### src/rtl/axis_frame_demux_pkg.sv
// rtl/axis_frame_demux_pkg.sv - shared types and constants for the frame demultiplexer
package axis_demux_pkg;

  localparam int DEF_DATA_W  = 16;
  localparam int DEF_NUM_CH  = 4;
  localparam int DEF_SEL_W   = $clog2(DEF_NUM_CH);
  localparam int FRAME_CNT_W = 16;

  typedef logic [DEF_SEL_W-1:0] ch_idx_t;

  typedef struct packed {
    logic [DEF_DATA_W-1:0] data;
    logic                  sof;
    logic                  eol;
  } beat_t;

  function automatic logic sel_in_range(input int unsigned sel, input int unsigned num_ch);
    return sel < num_ch;
  endfunction

endpackage

### src/rtl/axis_frame_demux_if.sv
// rtl/axis_frame_demux_if.sv - slave stream, fanned-out master streams and status of the demux
interface axis_frame_demux_if #(
  parameter int DATA_W = 16,
  parameter int NUM_CH = 4,
  parameter int SEL_W  = $clog2(NUM_CH)
);
  logic [DATA_W-1:0]        s_data_i;
  logic                     s_sof_i;
  logic                     s_eol_i;
  logic                     s_valid_i;
  logic                     s_ready_o;
  logic [NUM_CH*DATA_W-1:0] m_data_o;
  logic [NUM_CH-1:0]        m_sof_o;
  logic [NUM_CH-1:0]        m_eol_o;
  logic [NUM_CH-1:0]        m_valid_o;
  logic [NUM_CH-1:0]        m_ready_i;
  logic [SEL_W-1:0]         select_i;
  logic                     sel_err_o;
  logic                     busy_o;

  // slave: the demux itself; master: the environment around it
  modport slave (
    input  s_data_i, s_sof_i, s_eol_i, s_valid_i, m_ready_i, select_i,
    output s_ready_o, m_data_o, m_sof_o, m_eol_o, m_valid_o, sel_err_o, busy_o
  );

  modport master (
    output s_data_i, s_sof_i, s_eol_i, s_valid_i, m_ready_i, select_i,
    input  s_ready_o, m_data_o, m_sof_o, m_eol_o, m_valid_o, sel_err_o, busy_o
  );
endinterface

### src/rtl/axis_frame_demux_out_reg.sv
// rtl/axis_frame_demux_out_reg.sv - single-entry output register with pass-through ready
module axis_demux_out_reg #(
  parameter int DATA_W = 16,
  parameter int NUM_CH = 4,
  parameter int SEL_W  = $clog2(NUM_CH)
) (
  input  logic              clk_i,
  input  logic              rst_n_i,
  input  logic              load_i,
  input  logic [DATA_W-1:0] data_i,
  input  logic              sof_i,
  input  logic              eol_i,
  input  logic [SEL_W-1:0]  ch_i,
  input  logic              bypass_i,
  input  logic [NUM_CH-1:0] m_ready_i,
  output logic              s_ready_o,
  output logic              valid_o,
  output logic [SEL_W-1:0]  ch_o,
  output logic [DATA_W-1:0] data_o,
  output logic              sof_o,
  output logic              eol_o
);
  logic drain;

  assign drain     = valid_o && m_ready_i[ch_o];
  // bypass lets discarded beats through while a stalled beat is still held
  assign s_ready_o = !valid_o || m_ready_i[ch_o] || bypass_i;

  always_ff @(posedge clk_i or negedge rst_n_i) begin
    if (!rst_n_i) begin
      valid_o <= 1'b0;
      ch_o    <= '0;
      data_o  <= '0;
      sof_o   <= 1'b0;
      eol_o   <= 1'b0;
    end else if (load_i) begin
      valid_o <= 1'b1;
      ch_o    <= ch_i;
      data_o  <= data_i;
      sof_o   <= sof_i;
      eol_o   <= eol_i;
    end else if (drain) begin
      valid_o <= 1'b0;
    end
  end
endmodule

### src/rtl/axis_frame_demux.sv
// rtl/axis_frame_demux.sv - 1-to-N frame demux, destination latched on sof
// Optional per-channel frame counters: AXIS_FRAME_DEMUX_FRAME_CNT_EN
module axis_frame_demux
  import axis_demux_pkg::*;
#(
  parameter int DATA_W = 16,
  parameter int NUM_CH = 4,
  parameter int SEL_W  = $clog2(NUM_CH)
) (
  input  logic clk_i,
  input  logic rst_n_i,
  axis_frame_demux_if.slave bus
`ifdef AXIS_FRAME_DEMUX_FRAME_CNT_EN
  ,
  output logic [NUM_CH*FRAME_CNT_W-1:0] frame_cnt_o
`endif
);
  logic                     rdy_en_q;
  logic [SEL_W-1:0]         route_q;
  logic                     drop_q;
  logic                     sel_err_q;
  logic                     sof_oor;
  logic                     drop_now;
  logic                     accept;
  logic                     load;
  logic                     core_ready;
  logic [SEL_W-1:0]         dest;
  logic                     reg_valid;
  logic [SEL_W-1:0]         reg_ch;
  logic [DATA_W-1:0]        reg_data;
  logic                     reg_sof;
  logic                     reg_eol;
  logic [NUM_CH*DATA_W-1:0] m_data;
  logic [NUM_CH-1:0]        m_sof;
  logic [NUM_CH-1:0]        m_eol;
  logic [NUM_CH-1:0]        m_valid;

  assign sof_oor  = bus.s_sof_i && !sel_in_range(32'(bus.select_i), NUM_CH);
  // an in-range sof ends a dropped frame, so it must wait for the register like any beat
  assign drop_now = (drop_q && !bus.s_sof_i) || sof_oor;
  assign dest     = bus.s_sof_i ? bus.select_i : route_q;

  assign bus.s_ready_o = rdy_en_q && core_ready;
  assign accept        = bus.s_valid_i && bus.s_ready_o;
  assign load          = accept && !drop_now;

  always_ff @(posedge clk_i or negedge rst_n_i) begin
    if (!rst_n_i) begin
      rdy_en_q  <= 1'b0;
      route_q   <= '0;
      drop_q    <= 1'b0;
      sel_err_q <= 1'b0;
    end else begin
      rdy_en_q <= 1'b1;
      if (accept && bus.s_sof_i) begin
        route_q <= bus.select_i;
        drop_q  <= sof_oor;
        if (sof_oor) sel_err_q <= 1'b1;
      end
    end
  end

  axis_demux_out_reg #(
    .DATA_W(DATA_W),
    .NUM_CH(NUM_CH),
    .SEL_W (SEL_W)
  ) u_out_reg (
    .clk_i    (clk_i),
    .rst_n_i  (rst_n_i),
    .load_i   (load),
    .data_i   (bus.s_data_i),
    .sof_i    (bus.s_sof_i),
    .eol_i    (bus.s_eol_i),
    .ch_i     (dest),
    .bypass_i (drop_now),
    .m_ready_i(bus.m_ready_i),
    .s_ready_o(core_ready),
    .valid_o  (reg_valid),
    .ch_o     (reg_ch),
    .data_o   (reg_data),
    .sof_o    (reg_sof),
    .eol_o    (reg_eol)
  );

  always_comb begin
    m_data  = '0;
    m_sof   = '0;
    m_eol   = '0;
    m_valid = '0;
    for (int k = 0; k < NUM_CH; k++) begin
      if (reg_valid && reg_ch == SEL_W'(k)) begin
        m_valid[k]                  = 1'b1;
        m_sof[k]                    = reg_sof;
        m_eol[k]                    = reg_eol;
        m_data[k*DATA_W +: DATA_W]  = reg_data;
      end
    end
  end

  assign bus.m_data_o  = m_data;
  assign bus.m_sof_o   = m_sof;
  assign bus.m_eol_o   = m_eol;
  assign bus.m_valid_o = m_valid;
  assign bus.sel_err_o = sel_err_q;
  assign bus.busy_o    = reg_valid;

`ifdef AXIS_FRAME_DEMUX_FRAME_CNT_EN
  logic [NUM_CH*FRAME_CNT_W-1:0] cnt_q;

  always_ff @(posedge clk_i or negedge rst_n_i) begin
    if (!rst_n_i) begin
      cnt_q <= '0;
    end else begin
      for (int k = 0; k < NUM_CH; k++) begin
        if (m_valid[k] && bus.m_ready_i[k] && m_sof[k])
          cnt_q[k*FRAME_CNT_W +: FRAME_CNT_W] <= cnt_q[k*FRAME_CNT_W +: FRAME_CNT_W] + FRAME_CNT_W'(1);
      end
    end
  end

  assign frame_cnt_o = cnt_q;
`endif
endmodule
### src/flat_wrapper.sv
// flat-port wrapper written by rule: the top's interface ports become plain ports
module axis_frame_demux_flat import axis_demux_pkg::*;
#(
  parameter int DATA_W = 16,
  parameter int NUM_CH = 4,
  parameter int SEL_W  = $clog2(NUM_CH)
)
  (clk_i, rst_n_i, bus_s_data_i, bus_s_sof_i, bus_s_eol_i, bus_s_valid_i, bus_m_ready_i, bus_select_i, bus_s_ready_o, bus_m_data_o, bus_m_sof_o, bus_m_eol_o, bus_m_valid_o, bus_sel_err_o, bus_busy_o);
  axis_frame_demux_if #(.DATA_W(DATA_W), .NUM_CH(NUM_CH), .SEL_W(SEL_W)) bus_i ();
  input  logic clk_i;
  input  logic rst_n_i;
  input wire logic [$bits(bus_i.s_data_i)-1:0] bus_s_data_i;
  input wire logic [$bits(bus_i.s_sof_i)-1:0] bus_s_sof_i;
  input wire logic [$bits(bus_i.s_eol_i)-1:0] bus_s_eol_i;
  input wire logic [$bits(bus_i.s_valid_i)-1:0] bus_s_valid_i;
  input wire logic [$bits(bus_i.m_ready_i)-1:0] bus_m_ready_i;
  input wire logic [$bits(bus_i.select_i)-1:0] bus_select_i;
  output wire logic [$bits(bus_i.s_ready_o)-1:0] bus_s_ready_o;
  output wire logic [$bits(bus_i.m_data_o)-1:0] bus_m_data_o;
  output wire logic [$bits(bus_i.m_sof_o)-1:0] bus_m_sof_o;
  output wire logic [$bits(bus_i.m_eol_o)-1:0] bus_m_eol_o;
  output wire logic [$bits(bus_i.m_valid_o)-1:0] bus_m_valid_o;
  output wire logic [$bits(bus_i.sel_err_o)-1:0] bus_sel_err_o;
  output wire logic [$bits(bus_i.busy_o)-1:0] bus_busy_o;
  assign bus_i.s_data_i = bus_s_data_i;
  assign bus_i.s_sof_i = bus_s_sof_i;
  assign bus_i.s_eol_i = bus_s_eol_i;
  assign bus_i.s_valid_i = bus_s_valid_i;
  assign bus_i.m_ready_i = bus_m_ready_i;
  assign bus_i.select_i = bus_select_i;
  assign bus_s_ready_o = bus_i.s_ready_o;
  assign bus_m_data_o = bus_i.m_data_o;
  assign bus_m_sof_o = bus_i.m_sof_o;
  assign bus_m_eol_o = bus_i.m_eol_o;
  assign bus_m_valid_o = bus_i.m_valid_o;
  assign bus_sel_err_o = bus_i.sel_err_o;
  assign bus_busy_o = bus_i.busy_o;
  axis_frame_demux #(.DATA_W(DATA_W), .NUM_CH(NUM_CH), .SEL_W(SEL_W)) u_core (.clk_i(clk_i), .rst_n_i(rst_n_i), .bus(bus_i));
endmodule
### config.mk
export PLATFORM = sky130hd
export DESIGN_NAME = axis_frame_demux_flat
export DESIGN_NICKNAME = d
export VERILOG_FILES = /design/src/rtl/axis_frame_demux_pkg.sv /design/src/rtl/axis_frame_demux_if.sv /design/src/rtl/axis_frame_demux_out_reg.sv /design/src/rtl/axis_frame_demux.sv /design/src/flat_wrapper.sv
export SDC_FILE = /design/constraint.sdc
export NUM_CORES = 1
export LEC_CHECK = 0
export BUFFER_PORTS_ARGS = -buffer_cell sky130_fd_sc_hd__buf_2
export CORE_MARGIN = 3
export CORE_UTILIZATION = 37
export DETAILED_ROUTE_END_ITERATION = 8
export PLACE_DENSITY = 0.76
export SYNTH_ARGS = -nofsm -noshare
export SYNTH_HDL_FRONTEND = slang
export SYNTH_HIERARCHICAL = 1
export SYNTH_SLANG_ARGS = --single-unit
### constraint.sdc
create_clock -name clk_i -period 1.72 [get_ports clk_i]
set_input_delay 0.172 -clock clk_i [delete_from_list [all_inputs] [get_ports clk_i]]
set_output_delay 0.172 -clock clk_i [all_outputs]
set_load 0.005 [all_outputs]
# Word-level counts from Yosys, hierarchy flattened
# Cells that the tools add are included.
[classes] magnitude_cmp=1 eq_ne=3 n_mux=21 reduce_logical=12
[op_table] cell="2-to-1 mux 16 bit" n=4
[op_table] cell="2-to-1 mux 1 bit" n=15
[op_table] cell="logical AND 1 bit" n=8
[op_table] cell="equality test 2 bit (second input constant)" n=2
[op_table] cell="less-than comparator 2 x 3 -> 1 bit (second input constant)" n=1
[op_table] cell="binary-select mux 1 bit (select 2 bit)" n=1
[op_table] cell="equality test 2 x 1 -> 1 bit (second input constant)" n=1
[op_table] cell="zero test 2 bit" n=1
[op_table] cell="2-to-1 mux 2 bit" n=1
[op_table] cell="nonzero test 2 bit" n=1
[op_table] cell="zero test 1 bit" n=1
[op_table] cell="logical OR 1 bit" n=1
[word_totals] regBits=24 input_bits=27 output_inout_bits=79

# Depth between registers and ports, before layout
# Gate-level depths: netlist of run 1.
[depth] word_depth=6 mapped_depth=6 ltp_nobuf=5

# By module
# The synthesis of run 1 kept the hierarchy.
[by_module_without_submodules] mod="axis_demux_out_reg" instances=1 cells_per_inst=50 area_each_um2=824.5 seq_area_each_um2=525.5
[by_module_without_submodules] mod="axis_frame_demux" instances=1 cells_per_inst=121 area_each_um2=684.4 seq_area_each_um2=75.1

# Worst setup path before layout of run 1
# OpenSTA, ideal clock, no wires.
[synth_timing] path_kind="reg-to-reg" start="register u_core.u_out_reg.ch_o[1]" end="register u_core.u_out_reg.data_o[1]" t_arrival_ns=1.552 slack_ns=0.043 path_stages_with_launch=7 cell_sequence="dfrtp_1 mux2_4 o22ai_2 nand2b_1 and3_1 buf_2 mux2_2"
[synth_between] elab_chain_cells=5
[synth_lines] item="start: declaration" line_no="axis_frame_demux_out_reg.sv:18" text="output logic [SEL_W-1:0] ch_o,"
[synth_lines] item="start signal: assignment" line_no="axis_frame_demux_out_reg.sv:38" text="ch_o <= ch_i;"
[synth_lines] item="binary-select mux 1 bit (select 2 bit)" line_no="axis_frame_demux_out_reg.sv:27" text="assign s_ready_o = !valid_o || m_ready_i[ch_o] || bypass_i;"
[synth_lines] item="2-to-1 mux 1 bit (implied by the code)" line_no="axis_frame_demux_out_reg.sv:27"
[synth_lines] item="logical OR 1 bit" line_no="axis_frame_demux_out_reg.sv:27"
[synth_lines] item="net u_core.core_ready" line_no="axis_frame_demux.sv:26" text="logic core_ready;"
[synth_lines] item="logical AND 1 bit" line_no="axis_frame_demux.sv:43" text="assign bus.s_ready_o = rdy_en_q && core_ready;"
[synth_lines] item="logical AND 1 bit" line_no="axis_frame_demux.sv:44" text="assign accept = bus.s_valid_i && bus.s_ready_o;"
[synth_lines] item="net u_core.accept" line_no="axis_frame_demux.sv:24" text="logic accept;"
[synth_lines] item="end signal: assignment" line_no="axis_frame_demux_out_reg.sv:39" text="data_o <= data_i;"
[synth_lines] item="end: declaration" line_no="axis_frame_demux_out_reg.sv:19" text="output logic [DATA_W-1:0] data_o,"
# The timed path passes the listed nets, and every way through them passes these cells. The select of a mux whose other input is x is not followed.
# A chain may end at the register's enable or synchronous reset.

# Worst setup path after layout of run 1
[layout_timing] start="register u_core.u_out_reg.ch_o[1]" end="register u_core.route_q[1]"
[layout_between] elab_chain_cells=6
[layout_lines] item="binary-select mux 1 bit (select 2 bit)" line_no="axis_frame_demux_out_reg.sv:27"
[layout_lines] item="2-to-1 mux 1 bit (implied by the code)" line_no="axis_frame_demux_out_reg.sv:27"
[layout_lines] item="logical OR 1 bit" line_no="axis_frame_demux_out_reg.sv:27"
[layout_lines] item="net u_core.core_ready" line_no="axis_frame_demux.sv:26"
[layout_lines] item="logical AND 1 bit" line_no="axis_frame_demux.sv:43"
[layout_lines] item="logical AND 1 bit" line_no="axis_frame_demux.sv:44"
[layout_lines] item="logical AND 1 bit" line_no="axis_frame_demux.sv:55" text="if (accept && bus.s_sof_i) begin"
[layout_lines] item="end signal: assignment" line_no="axis_frame_demux.sv:56" text="route_q <= bus.select_i;"
[layout_lines] item="end: declaration" line_no="axis_frame_demux.sv:19" text="logic [SEL_W-1:0] route_q;"
# The timed path passes the listed nets, and every way through them passes these cells. The select of a mux whose other input is x is not followed.

==> results of run 1 <==
[cell families after synthesis]
group           count (synthesis)  synth area share, %
simple gates                  105                 32.6
buf+inv                        13                 6.63
other cells                     2                0.498
mux                            26                 19.7
compound gates                  1                0.829
flops                          24                 39.8
[sequential cells by signal (all words and copies together) (netlist names)]
name and flops:
u_core/rdy_en_q 1, u_core/u_out_reg/eol_o 1, u_core/route_q 2, u_core/u_out_reg/sof_o 1, u_core/u_out_reg/ch_o 2, u_core/u_out_reg/valid_o 1
u_core/u_out_reg/data_o 16
[placed cells by master (no fill, tap or decap), drive strengths merged]
cell type	instances
nand4	1
inv	1
or2	2
mux2	26
nor2	76
and2	1
nand2b	4
o22ai	1
dfrtp	24
conb	3
buf	114
dlygate4sd3	1
and3	3
nand2	20
clkbuf	4
[cell usage after synthesis]
master,number
inv_1,1
mux2_2,24
nand2_1,20
conb_1,2
buf_12,1
buf_4,6
buf_6,1
dfrtp_1,24
nor2_4,10
nor2_1,66
nand2b_1,4
and2_1,1
o22ai_2,1
mux2_4,1
or2_1,2
mux2_1,1
buf_2,4
nand4_1,1
and3_1,1
[worst max-delay path by stage]
stage / cells past startpoint / start / endpoint / slack [ns]
finish: 6 / u_core/u_out_reg/ch_o[1] / u_core/route_q[1] / -0.03
global route: 6 / u_core/u_out_reg/ch_o[1] / u_core/route_q[1] / -0.10
CTS: 6 / u_core/u_out_reg/ch_o[1] / u_core/u_out_reg/data_o[2] / 0.005
detailed placement: 6 / u_core/u_out_reg/ch_o[1] / u_core/u_out_reg/data_o[2] / -0.002
global placement: 6 / u_core/u_out_reg/ch_o[1] / u_core/u_out_reg/ch_o[1] / 0.05
floorplan: 6 / u_core/u_out_reg/ch_o[1] / u_core/u_out_reg/data_o[1] / 0.04
[layer usage]
metal	vias to the layer above	GRT usage (%)	share of wire [%]
li1	760	-	-
met1	708	20.2	39
met2	71	30.6	50
met3	6	3.74	9.8
met4	0	5.53	1.1
met5	-	0	0
[cell type report]
| type | instances | area (sq um) |
|---|---|---|
| sequential | 24 | 602 |
| timing repair buffer | 115 | 639 |
| inverter | 1 | 3.75 |
| tap | 48 | 60.1 |
| multi-input combinational | 137 | 862 |
| clock buffer | 4 | 55.1 |
| fill | 362 | 1580 |
[metrics by stage]
step	instance area, sq um	cells
4_1_cts	2150	327
3_3_place_gp	2080	322
6_report	2220	329
3_5_place_dp	2080	322
5_1_grt	2220	329
2_1_floorplan	1510	172
[critical path, delay by kind of cell (launching register included)]
family,cells,cell delay (ns)
multiplexers,2,0.67
flip-flops,1,0.45
AND/OR/NAND/NOR,2,0.21
AO/OA/AOI/OAI,1,0.18
buffers and inverters,1,0.14
[power by group]
part           internal, W  switching, W
sequential        0.000705     0.0000839
combinational     0.000630      0.000785
clock             0.000204      0.000175
[what timing repair did]
item                                    4_1_cts  5_1_grt
hold buffers                                  1        0
gates resized for setup                       2       16
pin swaps                                     0        2
setup buffers                                 0        1
endpoints found under the hold margin        24        0
gates cloned                                  0        2
endpoints found under the setup margin       20       43
==> results.yml, run 1 <==
floorplan:
  start_util_pct: 39.7
  core_area_sq_mm: 0.00380
  die_width_um: 69.9
  die_area_sq_mm: 0.00488
  rows: 22
  ioPinCount: 106
  die_h_um: 69.9
route:
  first_pass_iters: 4
  drt_iter0_markers: 47
  drt-total-wl_um: 4440
  wl_per_cell_um: 13.5
  vias: 1545
  drc: 0
  vias_per_cell: 4.70
  antenna_left: 0
synthesis:
  synth_top_area_share_pct: 39.8
  synth.top_cells.by_area: "dfrtp_1 (40%), mux2_2 (18%), nor2_1 (16%)"
  synth.distinct_cells: 19
  syn_area_per_cell_sq_um: 8.82
  yosys_warnings: 6
  yosysTopAreaCell: "dfrtp_1"
  synth_area_sq_mm: 0.00151
  ys_ff_latch: 24
  postSynthCellCount: 171
  yosysSeqAreaShare_pct: 39.8
timing:
  setup_ws_ns: -0.0283
  relSlewSlack_pct: 63.8
  report.final.slew_viol_count: 0
  setup_tns_ns: -0.0557
  final_hold_viol_count: 0
  max_freq_ghz: 0.572
  clock_skew_ns: 0.00256
  setup_viol: 3
  min_period_ns: 1.75
  grt_setup_unrepaired: "true"
  hold_ws_ns: 0.135
  worst_pin_slew_ns: 0.543
  fin_crit_sh_pct: 102
finish:
  drive_gt1_share_pct: 58.0
  antenna_cells: 0
  layout-area-overhead-vs-synth_pct: 47.3
  utilization_pct: 58.5
  layout.nets: 309
worst_setup_path:
  crit_required_ns: 1.87
  crit_fanout: 5
  r2r-start: "u_core/u_out_reg/ch_o[1]"
  cp.arrival_ns: 1.90
  r2r_slack_ns: -0.03
  path_cells: "mux2_4 > o22ai_4 > nand2b_4 > buf_4 > nand4_1 > mux2_2"
  slowest_delay_ns: 0.45
  crit_type: "flop to flop"
  ff2ff_path_depth: 6
  worst_setup_path_end_kind: "flop"
  critical-path-slowest-cell: "dfrtp_2"
  startpoint_type: "flop"
  r2r_end: "u_core/route_q[1]"
outcome:
  status: "complete, but fails checks"
  violations: "setup timing"
clock_tree:
  clock_path_buffers: 2
  cts_inserted_buffers: 3
  cts_num_sinks: 24
  cts-htree-levels: 1
  root_buffer: "clkbuf_8"
  clkLatencyLatePin_ns: 0.26
  path_clk_slew_ns: 0.08
  cts_tree: "done"
global_routing:
  grt_use_total_pct: 17.1
  first_global_vias: 1479
  antenna_found_initial: 0
  grt-ovfl-total: 0
  grt_first_pass_wirelength_um: 6910
  grt_max_degree: 25
placed_design:
  port_buffers: 104
  dp_hpwl_um: 3140
  gp_routability_congestion: 0.760
  dpl_worst_slack_ns: -0.00243
power:
  power_w: 0.00258
  max-vdd-ir-drop_mv: 0.590
  leakage_nw: 1.20
  p_per_area_mw_per_mm2: 1160
min_path:
  hp-start: "bus_s_data_i[5]"
  min_path_type: "input port to flop"
  hold-path-endpoint: "u_core/u_out_reg/data_o[5]"
  hold_path_depth: 2
flow_run:
  drv_cap: 0
No activity file was read; power rests on OpenSTA's default activity.
==> run 2: changes to the inputs <==
--- a/config.mk
+++ b/config.mk
@@ -5,11 +5,14 @@
 export SDC_FILE = /design/constraint.sdc
 export NUM_CORES = 1
 export LEC_CHECK = 0
+export ABC_AREA = 1
 export BUFFER_PORTS_ARGS = -buffer_cell sky130_fd_sc_hd__buf_2
 export CORE_MARGIN = 3
-export CORE_UTILIZATION = 37
+export CORE_UTILIZATION = 36
+export CTS_CLUSTER_SIZE = 8
 export DETAILED_ROUTE_END_ITERATION = 8
 export PLACE_DENSITY = 0.76
+export RECOVER_POWER = 100
 export SYNTH_ARGS = -nofsm -noshare
 export SYNTH_HDL_FRONTEND = slang
 export SYNTH_HIERARCHICAL = 1
==> run 2 against run 1 <==
  * First-iteration DRC count up 19%
  * Non-clock buffer count down 6
  * Critical path depth fell by 3
  * Worst hold slack got worse by 0.029 ns
  * Largest cell class unchanged
  * Area after synthesis fell by 5.6%
  * Highest routed layer unchanged
  * Critical path type is now flop to output pin
  * Clock power shrank 15%
  * Global-route usage up 0.78 points
  * Power shrank 34%
  * The flow still finishes with violations (setup timing)
  * Cell area is 8.3% lower
==> results.yml, run 2 <==
outcome:
  status: "complete, but fails checks"
  violations: "setup timing"
route:
  antenna_left: 0
  drt_iter0_markers: 56
  vias_per_cell: 4.45
  vias: 1669
  drt-total-wl_um: 4380
  drc: 0
  first_pass_iters: 4
  wl_per_cell_um: 11.7
floorplan:
  start_util_pct: 38.1
  core_area_sq_mm: 0.00374
  die_h_um: 68.9
  ioPinCount: 106
  rows: 22
  die_width_um: 68.9
  die_area_sq_mm: 0.00475
synthesis:
  synth_area_sq_mm: 0.00143
  syn_area_per_cell_sq_um: 6.42
  async_reset_ff_share_pct: 100
  synth_most_common_cell: "nor2_1"
  yosysTopAreaCell: "dfrtp_1"
  yosysSeqAreaShare_pct: 42.1
  synth_edf_count: 0
  synth_top_area_share_pct: 42.1
  synth.distinct_cells: 14
  yosys_warnings: 6
  synth.top_cells.by_area: "dfrtp_1 (42%), nor2_1 (19%), nand2_1 (18%)"
  postSynthCellCount: 222
  ys_ff_latch: 24
  synth_common_cells: "nor2_1 (73), nand2_1 (70), inv_1 (30)"
  synthFlopType: "dfrtp_1"
clock_tree:
  cts-htree-levels: 1
  root_buffer: "clkbuf_8"
  cts_tree: "done"
  cts_num_sinks: 24
  path_clk_slew_ns: 0.08
  clkLatencyLatePin_ns: 0.26
  clock_path_buffers: 2
  cts_inserted_buffers: 3
  post_cts.repair.setup_buffers: 0
finish:
  layout-area-overhead-vs-synth_pct: 42.9
  antenna_cells: 0
  stdcell_count: 375
  mostFrequentLayoutCells: "buf_2 (103), nor2_1 (72), nand2_1 (69)"
  largestRegisters: "u_core/u_out_reg/data_o: 16 flops, u_core/route_q: 2 flops, u_core/u_out_reg/ch_o: 2 flops"
  drive_gt1_share_pct: 36.4
  layout.nets: 356
  largest_reg_flops: 16
  top_register: "u_core/u_out_reg/data_o"
  final_common_cell: "buf_2"
  nFillCells: 399
worst_setup_path:
  cp_num_buf_inv: 1
  worst_setup_path_end_kind: "output pin"
  startpoint_type: "flop"
  crit_required_ns: 1.55
  crit_fanout: 19
  critical-path-slowest-cell: "dfrtp_1"
  slowest_delay_ns: 0.55
  r2r_slack_ns: 0.22
  cp.arrival_ns: 1.60
  path_delay_family: "simple AND/OR/NAND/NOR gates"
  path_cells: "nand3_2 > nor2_1 > buf_2"
  crit_type: "flop to output pin"
power:
  max-vdd-ir-drop_mv: 0.430
  p_per_area_mw_per_mm2: 831
  leakage_nw: 1.37
placed_design:
  port_buffers: 104
  dpl_worst_slack_ns: 0.190
  dp_hpwl_um: 3210
  gp_routability_congestion: 0.816
  place_inst: 371
min_path:
  min_path_type: "input port to flop"
timing:
  fin_crit_sh_pct: 103
  final_hold_viol_count: 0
  worst_pin_slew_ns: 0.591
  clock_skew_ns: 0.00311
  report.final.slew_viol_count: 0
  min_period_ns: 1.77
  max_freq_ghz: 0.563
  grt_setup_unrepaired: "true"
  relSlewSlack_pct: 60.6
  setup_viol: 36
  setup_ws_ns: -0.0547
global_routing:
  grt_max_degree: 25
  antenna_found_initial: 0
  grt-ovfl-total: 0
  first_global_vias: 1455
  grt_use_total_pct: 17.9
  grt_first_pass_wirelength_um: 6360
flow_run:
  drv_cap: 0
==> run 2: cell count changes in the layout (fill, tap and decap cells not counted), moves of 3 or more <==
cell / change
nand3_2: +3
nor2_1: +7
inv_1: +29
buf_6: -3
nor2_4: -9
mux2_2: -24
nand2b_1: -3
nand2_1: +49
nand3_1: +4
buf_4: -3
o21ai_0: +4
==> run 2: stage by stage <==
| step | hold slack, ns | util [%] | total power (W) | TNS (ns) | area [sq um] |
|---|---|---|---|---|---|
| 5_1_grt | 0.0973 | 54.4 | 0.00184 | -5.44 | 2040 |
| 3_3_place_gp | 0.178 | 52.7 | 0.00135 | 0 | 1970 |
| 3_5_place_dp | 0.186 | 52.7 | 0.00137 | 0 | 1970 |
| 2_1_floorplan | -0.124 | - | 0.00112 | 0 | 1430 |
| 4_1_cts | 0.0997 | 54.0 | 0.00170 | -0.454 | 2020 |
| 6_report | 0.106 | 54.4 | 0.00169 | -0.927 | 2040 |
==> run 2: final cells by class <==
| type | count | area (sq um) | area share (%) |
|---|---|---|---|
| Sequential cell | 24 | 602 | 29.5 |
| Clock buffer | 3 | 41.3 | 2.03 |
| Tap cell | 48 | 60.1 | 2.95 |
| Inverter | 31 | 116 | 5.71 |
| Multi-Input combinational cell | 160 | 659 | 32.4 |
| Timing Repair Buffer | 109 | 558 | 27.4 |
==> run 2: report_power, final <==
part,switching [W],internal [W]
sequential,0.0000824,0.000670
combinational,0.000392,0.000225
clock,0.000166,0.000156
==> run 2: repair_timing <==
action,in CTS,in global routing
resized for setup,0,6
endpoints found under the hold margin,24,0
hold buffers,1,0
endpoints found under the setup margin,40,80
cloned,0,0
==> run 2: path summary, 6_finish.rpt <==
check / start / to / cells after the start
worst max-delay path: u_core/u_out_reg/valid_o / bus_m_data_o[57] / 3
worst min-delay path: bus_s_data_i[2] / u_core/u_out_reg/data_o[2] / 3
worst max register to register: u_core/u_out_reg/ch_o[0] / u_core/u_out_reg/data_o[12] / 10
worst min register to register: u_core/u_out_reg/eol_o / u_core/u_out_reg/eol_o / 2
max in group asynchronous: rst_n_i / u_core/u_out_reg/ch_o[0] / 2
min in group asynchronous: rst_n_i / u_core/route_q[0] / 2
==> run 2: per-layer routing <==
metal  GRT usage, %  share of wire [%]  vias up  wire (um)
met5              0                  0        -          0
met4           8.76                1.8        0         78
met3           2.43                6.0        6        262
met2           32.0                 51       60       2250
met1           20.8                 41      754       1790
li1               -                  -      849          -
==> run 2: worst min-delay path, cell delays in order <==
cell and delay [ns]:
buf_2 0.07, nand2_1 0.04, nand2_1 0.05
==> run 2: kinds of logic after synthesis <==
group / count (synthesis) / share of synthesized area, %
and+or+nand+nor: 153 / 42.8
buffers and inverters: 39 / 13.1
other: 2 / 0.527
AOI/OAI and AO/OA: 4 / 1.40
DFF: 24 / 42.1
